File: src/rtl/axis_beat_packer.sv
// axis_beat_packer: gathers RATIO narrow AXI-Stream beats into one wide word,
// frames every PKT_WORDS words into a packet with tlast, and supports a flush
// pulse that emits a partial word and closes the packet early.
module axis_beat_packer #(
  parameter int DATA_WIDTH = 4,
  parameter int RATIO      = 4,
  parameter int PKT_WORDS  = 8
) (
  input  logic                          axis_clk,
  input  logic                          axis_rst,
  input  logic                          s_axis_tvalid,
  output logic                          s_axis_tready,
  input  logic [DATA_WIDTH-1:0]         s_axis_tdata,
  input  logic                          flush,
  output logic                          m_axis_tvalid,
  input  logic                          m_axis_tready,
  output logic [DATA_WIDTH*RATIO-1:0]   m_axis_tdata,
  output logic [RATIO-1:0]              m_axis_tkeep,
  output logic                          m_axis_tlast
);

  localparam int BW = (RATIO > 1) ? $clog2(RATIO) : 1;
  localparam int WW = (PKT_WORDS > 1) ? $clog2(PKT_WORDS) : 1;
  localparam int OW = DATA_WIDTH * RATIO;
  localparam int AW = DATA_WIDTH * (RATIO - 1);
  localparam logic [BW-1:0] BEAT_LAST = BW'(RATIO - 1);
  localparam logic [WW-1:0] WORD_LAST = WW'(PKT_WORDS - 1);

  logic [BW-1:0]    beat_cnt_q, beat_cnt_d;
  logic [WW-1:0]    word_cnt_q, word_cnt_d;
  logic             flush_pend_q, flush_pend_d;
  logic [AW-1:0]    acc_q, acc_d;
  logic             m_valid_q, m_valid_d;
  logic [OW-1:0]    m_data_q, m_data_d;
  logic [RATIO-1:0] m_keep_q, m_keep_d;
  logic             m_last_q, m_last_d;

  logic slot_free;
  logic s_ready;
  logic beat_hs;
  logic word_done;
  logic flush_emit;

  // Handshake qualifiers: the last lane only enters when the output slot can
  // take the finished word, and intake freezes while a partial word awaits flush.
  always_comb begin
    slot_free  = !m_valid_q || m_axis_tready;
    s_ready    = !axis_rst && ((beat_cnt_q < BEAT_LAST) || slot_free) &&
                 !(flush_pend_q && (beat_cnt_q != '0));
    beat_hs    = s_axis_tvalid && s_ready;
    word_done  = beat_hs && (beat_cnt_q == BEAT_LAST);
    flush_emit = flush_pend_q && (beat_cnt_q != '0) && slot_free;
  end

  // Next-state: accumulate lanes, load the output register on a full or
  // flushed word, and track packet position and pending flush.
  always_comb begin
    logic last_w;
    beat_cnt_d   = beat_cnt_q;
    word_cnt_d   = word_cnt_q;
    flush_pend_d = flush_pend_q;
    acc_d        = acc_q;
    m_valid_d    = m_valid_q;
    m_data_d     = m_data_q;
    m_keep_d     = m_keep_q;
    m_last_d     = m_last_q;
    last_w       = 1'b0;

    if (m_valid_q && m_axis_tready) m_valid_d = 1'b0;

    if (word_done) begin
      // A flush landing on the final beat closes the packet on this word.
      last_w     = (word_cnt_q == WORD_LAST) || flush;
      m_valid_d  = 1'b1;
      m_data_d   = {s_axis_tdata, acc_q};
      m_keep_d   = '1;
      m_last_d   = last_w;
      word_cnt_d = last_w ? '0 : word_cnt_q + 1'b1;
      beat_cnt_d = '0;
      acc_d      = '0;
    end else if (flush_emit) begin
      // acc is cleared after every word, so unfilled lanes are already zero.
      m_valid_d  = 1'b1;
      m_data_d   = {{DATA_WIDTH{1'b0}}, acc_q};
      for (int k = 0; k < RATIO; k++) m_keep_d[k] = (BW'(k) < beat_cnt_q);
      m_last_d     = 1'b1;
      word_cnt_d   = '0;
      beat_cnt_d   = '0;
      acc_d        = '0;
      flush_pend_d = 1'b0;
    end else if (beat_hs) begin
      for (int k = 0; k < RATIO - 1; k++) begin
        if (beat_cnt_q == BW'(k)) acc_d[k*DATA_WIDTH +: DATA_WIDTH] = s_axis_tdata;
      end
      beat_cnt_d = beat_cnt_q + 1'b1;
    end

    // A flush with nothing accumulated has nothing to emit.
    if (flush_pend_q && (beat_cnt_q == '0)) flush_pend_d = 1'b0;
    if (flush && !word_done) flush_pend_d = 1'b1;
  end

  // State registers; reset drops any partial word and any held output word.
  always_ff @(posedge axis_clk) begin
    if (axis_rst) begin
      beat_cnt_q   <= '0;
      word_cnt_q   <= '0;
      flush_pend_q <= 1'b0;
      acc_q        <= '0;
      m_valid_q    <= 1'b0;
      m_data_q     <= '0;
      m_keep_q     <= '0;
      m_last_q     <= 1'b0;
    end else begin
      beat_cnt_q   <= beat_cnt_d;
      word_cnt_q   <= word_cnt_d;
      flush_pend_q <= flush_pend_d;
      acc_q        <= acc_d;
      m_valid_q    <= m_valid_d;
      m_data_q     <= m_data_d;
      m_keep_q     <= m_keep_d;
      m_last_q     <= m_last_d;
    end
  end

  assign s_axis_tready = s_ready;
  assign m_axis_tvalid = m_valid_q;
  assign m_axis_tdata  = m_data_q;
  assign m_axis_tkeep  = m_keep_q;
  assign m_axis_tlast  = m_last_q;

endmodule

File: config.mk
export PLATFORM = sky130hd
export DESIGN_NAME = axis_beat_packer
export DESIGN_NICKNAME = d
export VERILOG_FILES = /design/src/rtl/axis_beat_packer.sv
export SDC_FILE = /design/constraint.sdc
export NUM_CORES = 1
export LEC_CHECK = 0
export CAP_MARGIN = 10
export CELL_PAD_IN_SITES_DETAIL_PLACEMENT = 1
export CELL_PAD_IN_SITES_GLOBAL_PLACEMENT = 1
export CORE_MARGIN = 1.5
export CORE_UTILIZATION = 34
export DETAILED_ROUTE_END_ITERATION = 12
export DONT_BUFFER_PORTS = 1
export HOLD_SLACK_MARGIN = 0.02
export PLACE_DENSITY_LB_ADDON = 0.1
export SYNTH_ARGS = -nofsm -noshare
export SYNTH_HDL_FRONTEND = slang
export SYNTH_SLANG_ARGS = --single-unit
File: constraint.sdc
create_clock -name axis_clk -period 3.55 [get_ports axis_clk]
set_input_delay 0.355 -clock axis_clk [delete_from_list [all_inputs] [get_ports axis_clk]]
set_output_delay 0.355 -clock axis_clk [all_outputs]
set_load 0.03 [all_outputs]
==> results of run 1 <==
[registers in the layout (all words and copies together) (netlist names)]
register       count
m_axis_tkeep       4
beat_cnt_q         2
acc_q             12
m_axis_tvalid      1
flush_pend_q       1
word_cnt_q         3
m_axis_tlast       1
m_axis_tdata      16
[worst max-delay path, cell delays in order, from the launching register on]
cell	delay, ns
sky130_fd_sc_hd__dfxtp_1	0.33
sky130_fd_sc_hd__inv_1	0.14
sky130_fd_sc_hd__ha_1	0.20
sky130_fd_sc_hd__nor2b_1	0.15
sky130_fd_sc_hd__a211oi_1	0.85
[per-layer routing]
metal	vias up	wire length, um	GRT usage
met5	-	0	0
met4	0	31	0.0440
met3	5	218	0.0583
met1	557	1560	0.168
met2	26	1660	0.266
li1	569	-	-
[metrics by stage]
stage          power, mW  hold WS, ns
2_1_floorplan      0.522        0.432
3_3_place_gp       0.522        0.429
3_5_place_dp       0.523        0.430
4_1_cts            0.891        0.111
5_1_grt            0.915        0.106
6_report           0.874        0.129
[power by group through the flow]
stage | sequential, mW | clock (mW) | combinational (mW)
after global routing | 0.469 | 0.396 | 0.0498
after floorplan | 0.477 | 0 | 0.0448
after global placement | 0.478 | 0 | 0.0439
after CTS | 0.468 | 0.378 | 0.0453
final | 0.468 | 0.362 | 0.0443
after detailed placement | 0.478 | 0 | 0.0450
[cells in the final DEF (no fill, tap or decap)]
cell                         instances
sky130_fd_sc_hd__nand3b_1            1
sky130_fd_sc_hd__o21a_1              1
sky130_fd_sc_hd__a31oi_1             1
sky130_fd_sc_hd__and3_4              1
sky130_fd_sc_hd__nand2b_1            1
sky130_fd_sc_hd__and2b_1             1
sky130_fd_sc_hd__nor3b_4             1
sky130_fd_sc_hd__xnor2_1             1
sky130_fd_sc_hd__a22o_1              2
sky130_fd_sc_hd__nor3_1              4
sky130_fd_sc_hd__o21ai_4             1
sky130_fd_sc_hd__or2_2               1
sky130_fd_sc_hd__clkinvlp_4          1
sky130_fd_sc_hd__bufinv_16           1
sky130_fd_sc_hd__nand3_1             2
sky130_fd_sc_hd__mux2_4              1
sky130_fd_sc_hd__nor2_1             23
sky130_fd_sc_hd__nand4_1             2
sky130_fd_sc_hd__clkinv_2            1
sky130_fd_sc_hd__mux2i_1            13
sky130_fd_sc_hd__a21oi_1            16
sky130_fd_sc_hd__dfxtp_1            40
sky130_fd_sc_hd__nor2b_1             2
sky130_fd_sc_hd__inv_1               2
sky130_fd_sc_hd__o211ai_1            1
sky130_fd_sc_hd__and3b_2             1
sky130_fd_sc_hd__a211oi_1            3
sky130_fd_sc_hd__nand2_1            27
sky130_fd_sc_hd__ha_1                7
sky130_fd_sc_hd__clkbuf_8            5
sky130_fd_sc_hd__a22oi_1             4
sky130_fd_sc_hd__or2b_1              1
[Yosys cell counts]
master                     instances  area (um^2)
sky130_fd_sc_hd__a22oi_1           4         30.0
sky130_fd_sc_hd__ha_1              7         87.6
sky130_fd_sc_hd__xnor2_1           1         8.76
sky130_fd_sc_hd__and3_4            1         11.3
sky130_fd_sc_hd__nor2b_1           2         12.5
sky130_fd_sc_hd__nand3b_1          1         7.51
sky130_fd_sc_hd__nand2_1          27          101
sky130_fd_sc_hd__a211oi_1          3         22.5
sky130_fd_sc_hd__o21ai_4           1         16.3
sky130_fd_sc_hd__inv_1             2         7.51
sky130_fd_sc_hd__nand4_1           2         12.5
sky130_fd_sc_hd__or2b_1            1         7.51
sky130_fd_sc_hd__nand2b_1          1         6.26
sky130_fd_sc_hd__or2_2             1         6.26
sky130_fd_sc_hd__and2b_1           1         7.51
sky130_fd_sc_hd__a31oi_1           1         6.26
sky130_fd_sc_hd__clkbuf_1          2         7.51
sky130_fd_sc_hd__dfxtp_1          40          801
sky130_fd_sc_hd__buf_4             2         15.0
sky130_fd_sc_hd__mux2_4            1         15.0
sky130_fd_sc_hd__nor3b_4           1         18.8
sky130_fd_sc_hd__nand3_1           2         10.0
sky130_fd_sc_hd__o21a_1            1         7.51
sky130_fd_sc_hd__nor2_1           23         86.3
sky130_fd_sc_hd__and3b_2           1         10.0
sky130_fd_sc_hd__a21oi_1          16         80.1
sky130_fd_sc_hd__mux2i_1          13          130
sky130_fd_sc_hd__buf_6             2         22.5
sky130_fd_sc_hd__nor3_1            4         20.0
sky130_fd_sc_hd__a22o_1            2         17.5
sky130_fd_sc_hd__o211ai_1          1         7.51
sky130_fd_sc_hd__buf_2             3         15.0
[final timing paths]
| path | startpoint | end | slack (ns) | depth (start not counted) |
|---|---|---|---|---|
| worst min-delay path | axis_rst | m_axis_tdata[11]$_SDFFE_PP0P_ | 0.13 | 1 |
| worst max-delay path | beat_cnt_q[0]$_SDFFE_PP0P_ | s_axis_tready | 1.23 | 4 |
| worst max register to register | beat_cnt_q[1]$_SDFFE_PP0P_ | m_axis_tkeep[0]$_SDFFE_PP0P_ | 1.38 | 6 |
| worst min register to register | acc_q[3]$_SDFFE_PP0P_ | m_axis_tdata[3]$_SDFFE_PP0P_ | 0.45 | 2 |
[final cells by class]
type / instances / area share
multi-input combinational: 119 / 0.431
tap: 52 / 0.0376
clock inverter: 3 / 0.0246
inverter: 2 / 0.00434
clock buffer: 5 / 0.0397
sequential: 40 / 0.462
[cell families after synthesis]
family / share of synthesized area
xor+xnor: 0.00542
compound gates: 0.116
fa+ha+maj: 0.0542
buf+inv: 0.0418
simple gates: 0.197
mux: 0.0898
flops: 0.496
==> flow_summary_export.csv, run 1 <==
group,metric,value,unit
sta,number_of_endpoints_failing_setup_at_the_final_stage,0,
sta,finalWorstPathRequiredPeriod,2.32,ns
cts,clockBufferDepth,2,
placed_design,place_worst_setup_slack,1.38,ns
run_status,outcome,"finished, final reports clean",
finish,seq_area,801,um^2
floorplanning,die_width,71.9,um
power,power.switching_fraction,0.220,
cts,clock-root-buffer,"sky130_fd_sc_hd__clkbuf_8",
floorplanning,floorplan.die_area,5170,um^2
logic_synthesis,syn_avg_cell_area,9.50,um^2
sta,worst-slew-pin-transition,0.988,ns
global_routing,grt_pass1_vias,1268,
logic_synthesis,syn-num-nets,186,
logic_synthesis,yosysWarnings,0,
sta,fmax,432,MHz
detailed_routing,routed-via-count,1157,
setup_path,arrival,1.96,ns
detailed_routing,post-route-drc-count,0,
cts,worst_skew_pair.late_latency,0.29,ns
setup_path,timing.critical_path.fanout_max,8,
finish,finish.utilization,0.387,
finish,n_antenna_cell,0,
sta,timing.final.crit_share,0.653,
power,clockPowerShare,0.414,
global_routing,grt_max_degree,29,
global_routing,grt_usage,0.151,
detailed_routing,drt-pass1-iter-count,3,
sta,slew-limit-headroom,0.338,
sta,finalSetupTns,0,ns
floorplanning,initial_utilization,0.361,
floorplanning,design.core.area,4470,um^2
logic_synthesis,synth-seq-cells,40,
cts,worst_setup_hold_path_clk_slew,0.08,ns
finish,fraction_of_layout_instances_using_a_drive_strength_above_1,0.0828,
power,worst_ir_drop_vdd,181,uV
global_routing,grt_first_pass_wirelength,5980,um
sta,worst_clock_skew,0.00812,ns
job,drv_cap,0,
setup_path,critical_path_required,3.19,ns
power,power.share.combinational,0.051,
cts,cts_num_sinks,40,
cts,cts-buffers-inserted,5,
power,p_switching,193,uW
cts,cts.htree.levels,2,
setup_path,type_of_element_capturing_the_critical_path,"output pin",
hold_path,hold_path_class,"input pin to flip-flop",
sta,maxSlewViolCount,0,
placed_design,detailed_placer_s_ending_hpwl,2560,um
power,p_int,681,uW
global_routing,antenna_found_initial,0,
finish,final.fill_count,532,
finish,finish.net_count,184,
logic_synthesis,synth.distinct_cells,32,
logic_synthesis,syn_area,1620,um^2
power,power.density_cell_area,505,nW/um^2
detailed_routing,routed_vias_inst,5.24,
floorplanning,row_count,24,
cts,number_of_gates_resized_after_cts,0,
logic_synthesis,synth.yosys.seq_area_share,0.496,
power,leakage,0.699,nW
floorplanning,pin_count,32,
logic_synthesis,syn-instance-count,170,
detailed_routing,route.antenna.remaining_nets,0,
cts,tritoncts,"built",
setup_path,timing.setup.critical_path_class,"flip-flop to output pin",
detailed_routing,number_of_drc_markers_after_the_initial_detailed_route_iteration,17,
detailed_routing,wl,3460,um
sta,hold_viol,0,
placed_design,port_buffers,0,
cts,holdBufCountCts,0,
finish,fin_cells,221,
global_routing,overflow,0,
finish,multi_input_comb_area,747,um^2
sta,postLayoutSetupSlackWorst,1.23,ns
floorplanning,floorplan.die.height,71.9,um
sta,rsz0062_at_grt,"false",
power,seq_power_share,0.535,
cts,postCtsSetupBuffers,0,
finish,areaGrowthSynthToFinish,7.20,%
finish,final_area,1730,um^2
placed_design,gp_congestion,0.733,
placed_design,place.detailed.instances,213,
setup_path,startpoint_type,"flip-flop",
placed_design,postPlaceCellArea,1620,um^2
detailed_routing,wl_per_cell,15.7,um
Note: power is estimated with default switching activity, not from simulation.
==> inputs of run 2 (changes only) <==
==> constraint.sdc (replaced) <==
create_clock -name axis_clk -period 2.2 [get_ports axis_clk]
set_input_delay 0.22 -clock axis_clk [delete_from_list [all_inputs] [get_ports axis_clk]]
set_output_delay 0.22 -clock axis_clk [all_outputs]
set_load 0.03 [all_outputs]
==> flow_summary_export.csv, run 2 (synthesis results as in run 1) <==
group,metric,value,unit
global_routing,grt_first_pass_wirelength,6220,um
setup_path,type_of_element_capturing_the_critical_path,"output pin",
cts,clock-root-buffer,"sky130_fd_sc_hd__clkbuf_8",
cts,cts-buffers-inserted,5,
finish,layout.cells.most_common_list,"sky130_fd_sc_hd__dfxtp_1 (40), sky130_fd_sc_hd__nand2_1 (27), sky130_fd_sc_hd__nor2_1 (23), sky130_fd_sc_hd__a21oi_1 (16), sky130_fd_sc_hd__mux2i_1 (13)",
setup_path,timing.critical_path.fanout_max,7,
floorplanning,row_count,24,
global_routing,grt_pass1_vias,1275,
finish,finish.net_count,189,
finish,n_antenna_cell,0,
setup_path,r2r_end,"acc_q[10]$_SDFFE_PP0P_",
placed_design,gp_congestion,0.847,
placed_design,port_buffers,0,
detailed_routing,routed-via-count,1172,
cts,clockBufferDepth,2,
detailed_routing,wl_per_cell,16.4,um
detailed_routing,drt-pass1-iter-count,4,
power,power.density_cell_area,753,nW/um^2
placed_design,postPlaceCellArea,1650,um^2
setup_path,timing.critical_path.to,"s_axis_tready",
hold_path,hold_path_class,"input pin to flip-flop",
sta,fmax,534,MHz
setup_path,reg2reg_setup_slack,0.38,ns
power,worst_ir_drop_vdd,262,uV
power,finalPower,1.31,mW
finish,layout_commonest_cell,"sky130_fd_sc_hd__dfxtp_1",
sta,maxSlewViolCount,0,
global_routing,overflow,0,
setup_path,startpoint_type,"flip-flop",
setup_path,reg2regPathDepth,6,
cts,cts_num_sinks,40,
global_routing,antenna_found_initial,0,
cts,tritoncts,"built",
detailed_routing,route.antenna.remaining_nets,0,
floorplanning,initial_utilization,0.361,
sta,worst-slew-pin-transition,0.882,ns
setup_path,critical_path_required,1.98,ns
cts,worst_skew_pair.late_latency,0.29,ns
finish,fraction_of_layout_instances_using_a_drive_strength_above_1,0.0983,
setup_path,timing.setup.critical_path_class,"flip-flop to output pin",
floorplanning,design.core.area,4470,um^2
sta,number_of_endpoints_failing_setup_at_the_final_stage,0,
job,drv_cap,0,
power,leakage,0.711,nW
detailed_routing,post-route-drc-count,0,
sta,rsz0062_at_grt,"false",
finish,final.fill_count,533,
floorplanning,pin_count,32,
setup_path,r2r-start,"beat_cnt_q[1]$_SDFFE_PP0P_",
floorplanning,die_width,71.9,um
finish,max_reg_flops,16,
sta,finalWorstPathRequiredPeriod,1.87,ns
floorplanning,floorplan.die.height,71.9,um
run_status,outcome,"finished, final reports clean",
detailed_routing,routed_vias_inst,5.21,
sta,worst_clock_skew,0.00608,ns
sta,slew-limit-headroom,0.410,
sta,hold_viol,0,
placed_design,detailed_placer_s_ending_hpwl,2680,um
finish,final_area,1740,um^2
cts,number_of_gates_resized_after_cts,0,
setup_path,crit_start,"beat_cnt_q[0]$_SDFFE_PP0P_",
global_routing,grt_usage,0.157,
detailed_routing,number_of_drc_markers_after_the_initial_detailed_route_iteration,16,
setup_path,arrival,1.65,ns
floorplanning,floorplan.die_area,5170,um^2
finish,finish.utilization,0.389,
cts,cts.htree.levels,2,
finish,areaGrowthSynthToFinish,7.82,%
global_routing,grt_max_degree,24,
sta,finalSetupTns,0,ns
sta,timing.final.crit_share,0.852,
detailed_routing,wl,3680,um
cts,worst_setup_hold_path_clk_slew,0.08,ns
run 2: cell types whose count changed in the layout (fill, tap and decap cells not counted):
cell                            change
sky130_fd_sc_hd__buf_4              +4
sky130_fd_sc_hd__bufinv_16          -1
sky130_fd_sc_hd__dlygate4sd3_1      +1
run 2: worst max-delay path, stage by stage, from the launching register on:
cell and delay (ns):
sky130_fd_sc_hd__dfxtp_1 0.34, sky130_fd_sc_hd__inv_1 0.14, sky130_fd_sc_hd__ha_1 0.23, sky130_fd_sc_hd__nor2b_1 0.08
sky130_fd_sc_hd__buf_4 0.17, sky130_fd_sc_hd__a211oi_1 0.21, sky130_fd_sc_hd__buf_4 0.19
run 2: worst min path at each step:
stage	end	from	cells after the start
final	acc_q[11]$_SDFFE_PP0P_	s_axis_tdata[3]	2
after detailed placement	m_axis_tkeep[2]$_SDFFE_PP0P_	axis_rst	1
after global placement	m_axis_tdata[9]$_SDFFE_PP0P_	axis_rst	1
after floorplan	acc_q[0]$_SDFFE_PP0P_	s_axis_tdata[0]	2
after global routing	acc_q[6]$_SDFFE_PP0P_	s_axis_tdata[2]	2
after CTS	acc_q[7]$_SDFFE_PP0P_	s_axis_tdata[3]	2
run 2: area by class of cell:
cell class / count / area [um^2] / area share
clock buffers: 5 / 68.8 / 0.0395
well taps: 52 / 65.1 / 0.0374
flip-flops and latches: 40 / 801 / 0.460
multi-input cells: 119 / 747 / 0.429
repair buffers: 5 / 40.0 / 0.0230
inverters: 2 / 7.51 / 0.00431
clock inverters: 2 / 12.5 / 0.00718
run 2: per-layer routing:
| layer | track usage | part of all wire | routed length [um] | vias to the layer above |
|---|---|---|---|---|
| met4 | 0.0440 | 0.0090 | 33 | 0 |
| met1 | 0.197 | 0.46 | 1700 | 567 |
| met3 | 0.0500 | 0.058 | 214 | 4 |
| li1 | - | - | - | 578 |
| met2 | 0.259 | 0.47 | 1740 | 23 |
| met5 | 0 | 0 | 0 | - |
run 2: where the power goes:
group	switching [mW]	leakage [nW]	internal [mW]	total [mW]
clock	0.255	0.0400	0.215	0.470
sequential	0.0167	0.323	0.737	0.754
combinational	0.0543	0.347	0.0323	0.0866
total	0.326	0.711	0.984	1.31
run 2: repair_timing:
| action | in CTS | in global routing |
|---|---|---|
| hold buffers | 1 | 0 |
| hold endpoints to repair | 23 | 0 |
| setup buffers | 0 | 0 |
run 2: through the flow:
stage	worst slack, ns	hold slack, ns	instances
6_report	0.326	0.0766	225
5_1_grt	0.104	0.0800	225
4_1_cts	0.289	0.0712	225
3_5_place_dp	0.355	0.296	217
3_3_place_gp	0.419	0.294	217
2_1_floorplan	0.395	0.364	170
==> inputs of run 3 (changes only) <==
--- a/config.mk
+++ b/config.mk
@@ -8,12 +8,13 @@
 export CAP_MARGIN = 10
 export CELL_PAD_IN_SITES_DETAIL_PLACEMENT = 1
 export CELL_PAD_IN_SITES_GLOBAL_PLACEMENT = 1
+export CORE_ASPECT_RATIO = 0.5
 export CORE_MARGIN = 1.5
 export CORE_UTILIZATION = 34
 export DETAILED_ROUTE_END_ITERATION = 12
 export DONT_BUFFER_PORTS = 1
 export HOLD_SLACK_MARGIN = 0.02
-export PLACE_DENSITY_LB_ADDON = 0.1
+export PLACE_DENSITY = 0.58
 export SYNTH_ARGS = -nofsm -noshare
 export SYNTH_HDL_FRONTEND = slang
 export SYNTH_SLANG_ARGS = --single-unit
==> flow_summary_export.csv, run 3 (synthesis results as in run 1) <==
group,metric,value,unit
floorplanning,row_count,17,
cts,cts.htree.levels,2,
floorplanning,floorplan.die.height,51.7,um
floorplanning,floorplan.die_area,5200,um^2
placed_design,postPlaceCellArea,1670,um^2
finish,fin_cells,239,
floorplanning,design.core.area,4490,um^2
setup_path,max_stage_delay,0.34,ns
setup_path,startpoint_type,"flip-flop",
setup_path,critical_path_cell_list,"inv_1, ha_1, nor2b_1, buf_4, a211oi_1, buf_4",
floorplanning,pin_count,32,
cts,tritoncts,"built",
global_routing,grt_usage,0.157,
placed_design,place.detailed.instances,231,
cts,postCtsSetupBuffers,0,
global_routing,overflow,0,
setup_path,crit_path_frequent_cell,"sky130_fd_sc_hd__buf_4",
finish,final_area,1760,um^2
global_routing,antenna_found_initial,0,
setup_path,critical_path_required,1.98,ns
sta,hold_viol,0,
floorplanning,die_width,100,um
placed_design,detailed_placer_s_ending_hpwl,2600,um
placed_design,gp_congestion,0.754,
sta,worst-slew-pin-transition,0.923,ns
detailed_routing,number_of_drc_markers_after_the_initial_detailed_route_iteration,29,
setup_path,type_of_element_capturing_the_critical_path,"output pin",
global_routing,grt_max_degree,24,
detailed_routing,routed_vias_inst,4.83,
detailed_routing,drt-pass1-iter-count,3,
global_routing,grt_pass1_vias,1175,
power,finalPower,1.31,mW
sta,fin_worst_hold_slack,0.0806,ns
sta,finalWorstPathRequiredPeriod,1.92,ns
finish,finish.utilization,0.392,
finish,n_antenna_cell,0,
cts,number_of_gates_resized_after_cts,0,
cts,cts_num_sinks,40,
setup_path,arrival,1.70,ns
finish,finish.net_count,189,
sta,postLayoutSetupSlackWorst,0.276,ns
finish,areaGrowthSynthToFinish,8.91,%
cts,worst_setup_hold_path_clk_slew,0.08,ns
sta,fmax,520,MHz
floorplanning,initial_utilization,0.360,
setup_path,reg2reg_setup_slack,0.33,ns
run_status,outcome,"finished, final reports clean",
detailed_routing,route.antenna.remaining_nets,0,
hold_path,hold_path.startpoint,"s_axis_tdata[1]",
finish,layout_commonest_cell,"sky130_fd_sc_hd__dfxtp_1",
sta,finalSetupTns,0,ns
setup_path,reg2regPathDepth,6,
cts,cts-buffers-inserted,5,
setup_path,r2r_end,"beat_cnt_q[1]$_SDFFE_PP0P_",
sta,rsz0062_at_grt,"false",
placed_design,port_buffers,0,
setup_path,cp_top_family,"buffers and inverters",
sta,maxSlewViolCount,0,
setup_path,cp.buffers_inverters,3,
detailed_routing,routed-via-count,1155,
job,drv_cap,0,
setup_path,timing.setup.critical_path_class,"flip-flop to output pin",
cts,holdBufCountCts,1,
setup_path,timing.critical_path.fanout_max,7,
cts,worst_skew_pair.late_latency,0.29,ns
sta,worst_clock_skew,0.00589,ns
setup_path,r2r-start,"beat_cnt_q[1]$_SDFFE_PP0P_",
power,power.density_cell_area,746,nW/um^2
global_routing,grt_first_pass_wirelength,6020,um
finish,fraction_of_layout_instances_using_a_drive_strength_above_1,0.0983,
setup_path,cpMaxStageDelayCell,"sky130_fd_sc_hd__dfxtp_1",
detailed_routing,post-route-drc-count,0,
cts,clock-root-buffer,"sky130_fd_sc_hd__clkbuf_8",
detailed_routing,wl,3610,um
hold_path,hold-path-endpoint,"acc_q[1]$_SDFFE_PP0P_",
finish,layout.cells.most_common_list,"sky130_fd_sc_hd__dfxtp_1 (40), sky130_fd_sc_hd__nand2_1 (27), sky130_fd_sc_hd__nor2_1 (23), sky130_fd_sc_hd__a21oi_1 (16), sky130_fd_sc_hd__mux2i_1 (13)",
hold_path,hold_path_class,"input pin to flip-flop",
detailed_routing,wl_per_cell,15.1,um
power,leakage,0.711,nW
hold_path,whs_path_depth,2,
sta,number_of_endpoints_failing_setup_at_the_final_stage,0,
sta,slew-limit-headroom,0.382,
cts,clockBufferDepth,2,
placed_design,place_worst_setup_slack,0.327,ns
finish,max_reg_flops,16,
power,worst_ir_drop_vdd,223,uV
sta,timing.final.crit_share,0.874,
run 3: cell counts in the layout (fill, tap and decap cells not counted):
No cell type changed its count.
run 3: metal layers:
layer / track usage / up-vias / share of wire
li1: - / 579 / -
met1: 0.209 / 552 / 0.51
met2: 0.230 / 19 / 0.43
met3: 0.0605 / 5 / 0.057
met4: 0.0563 / 0 / 0.0061
met5: 0 / - / 0
run 3: worst max-delay path by stage:
stage	cells past startpoint	slack [ns]	start	end
detailed placement	6	0.33	beat_cnt_q[1]$_SDFFE_PP0P_	beat_cnt_q[1]$_SDFFE_PP0P_
CTS	6	0.26	beat_cnt_q[0]$_SDFFE_PP0P_	s_axis_tready
finish	6	0.28	beat_cnt_q[0]$_SDFFE_PP0P_	s_axis_tready
global placement	6	0.34	beat_cnt_q[0]$_SDFFE_PP0P_	acc_q[6]$_SDFFE_PP0P_
global route	6	0.14	beat_cnt_q[1]$_SDFFE_PP0P_	beat_cnt_q[1]$_SDFFE_PP0P_
floorplan	5	0.39	beat_cnt_q[0]$_SDFFE_PP0P_	s_axis_tready
run 3: layout make-up:
type                    count  area, um^2
fillers                   541        2730
flip-flops and latches     40         801
multi-input cells         119         747
well taps                  66        82.6
clock buffers               5        68.8
repair buffers              5        40.0
clock inverters             2        12.5
inverters                   2        7.51
run 3: report_power, final:
| group | internal, mW | leakage (nW) | switching, mW |
|---|---|---|---|
| clock | 0.215 | 0.0400 | 0.257 |
| combinational | 0.0319 | 0.347 | 0.0548 |
| sequential | 0.737 | 0.323 | 0.0163 |
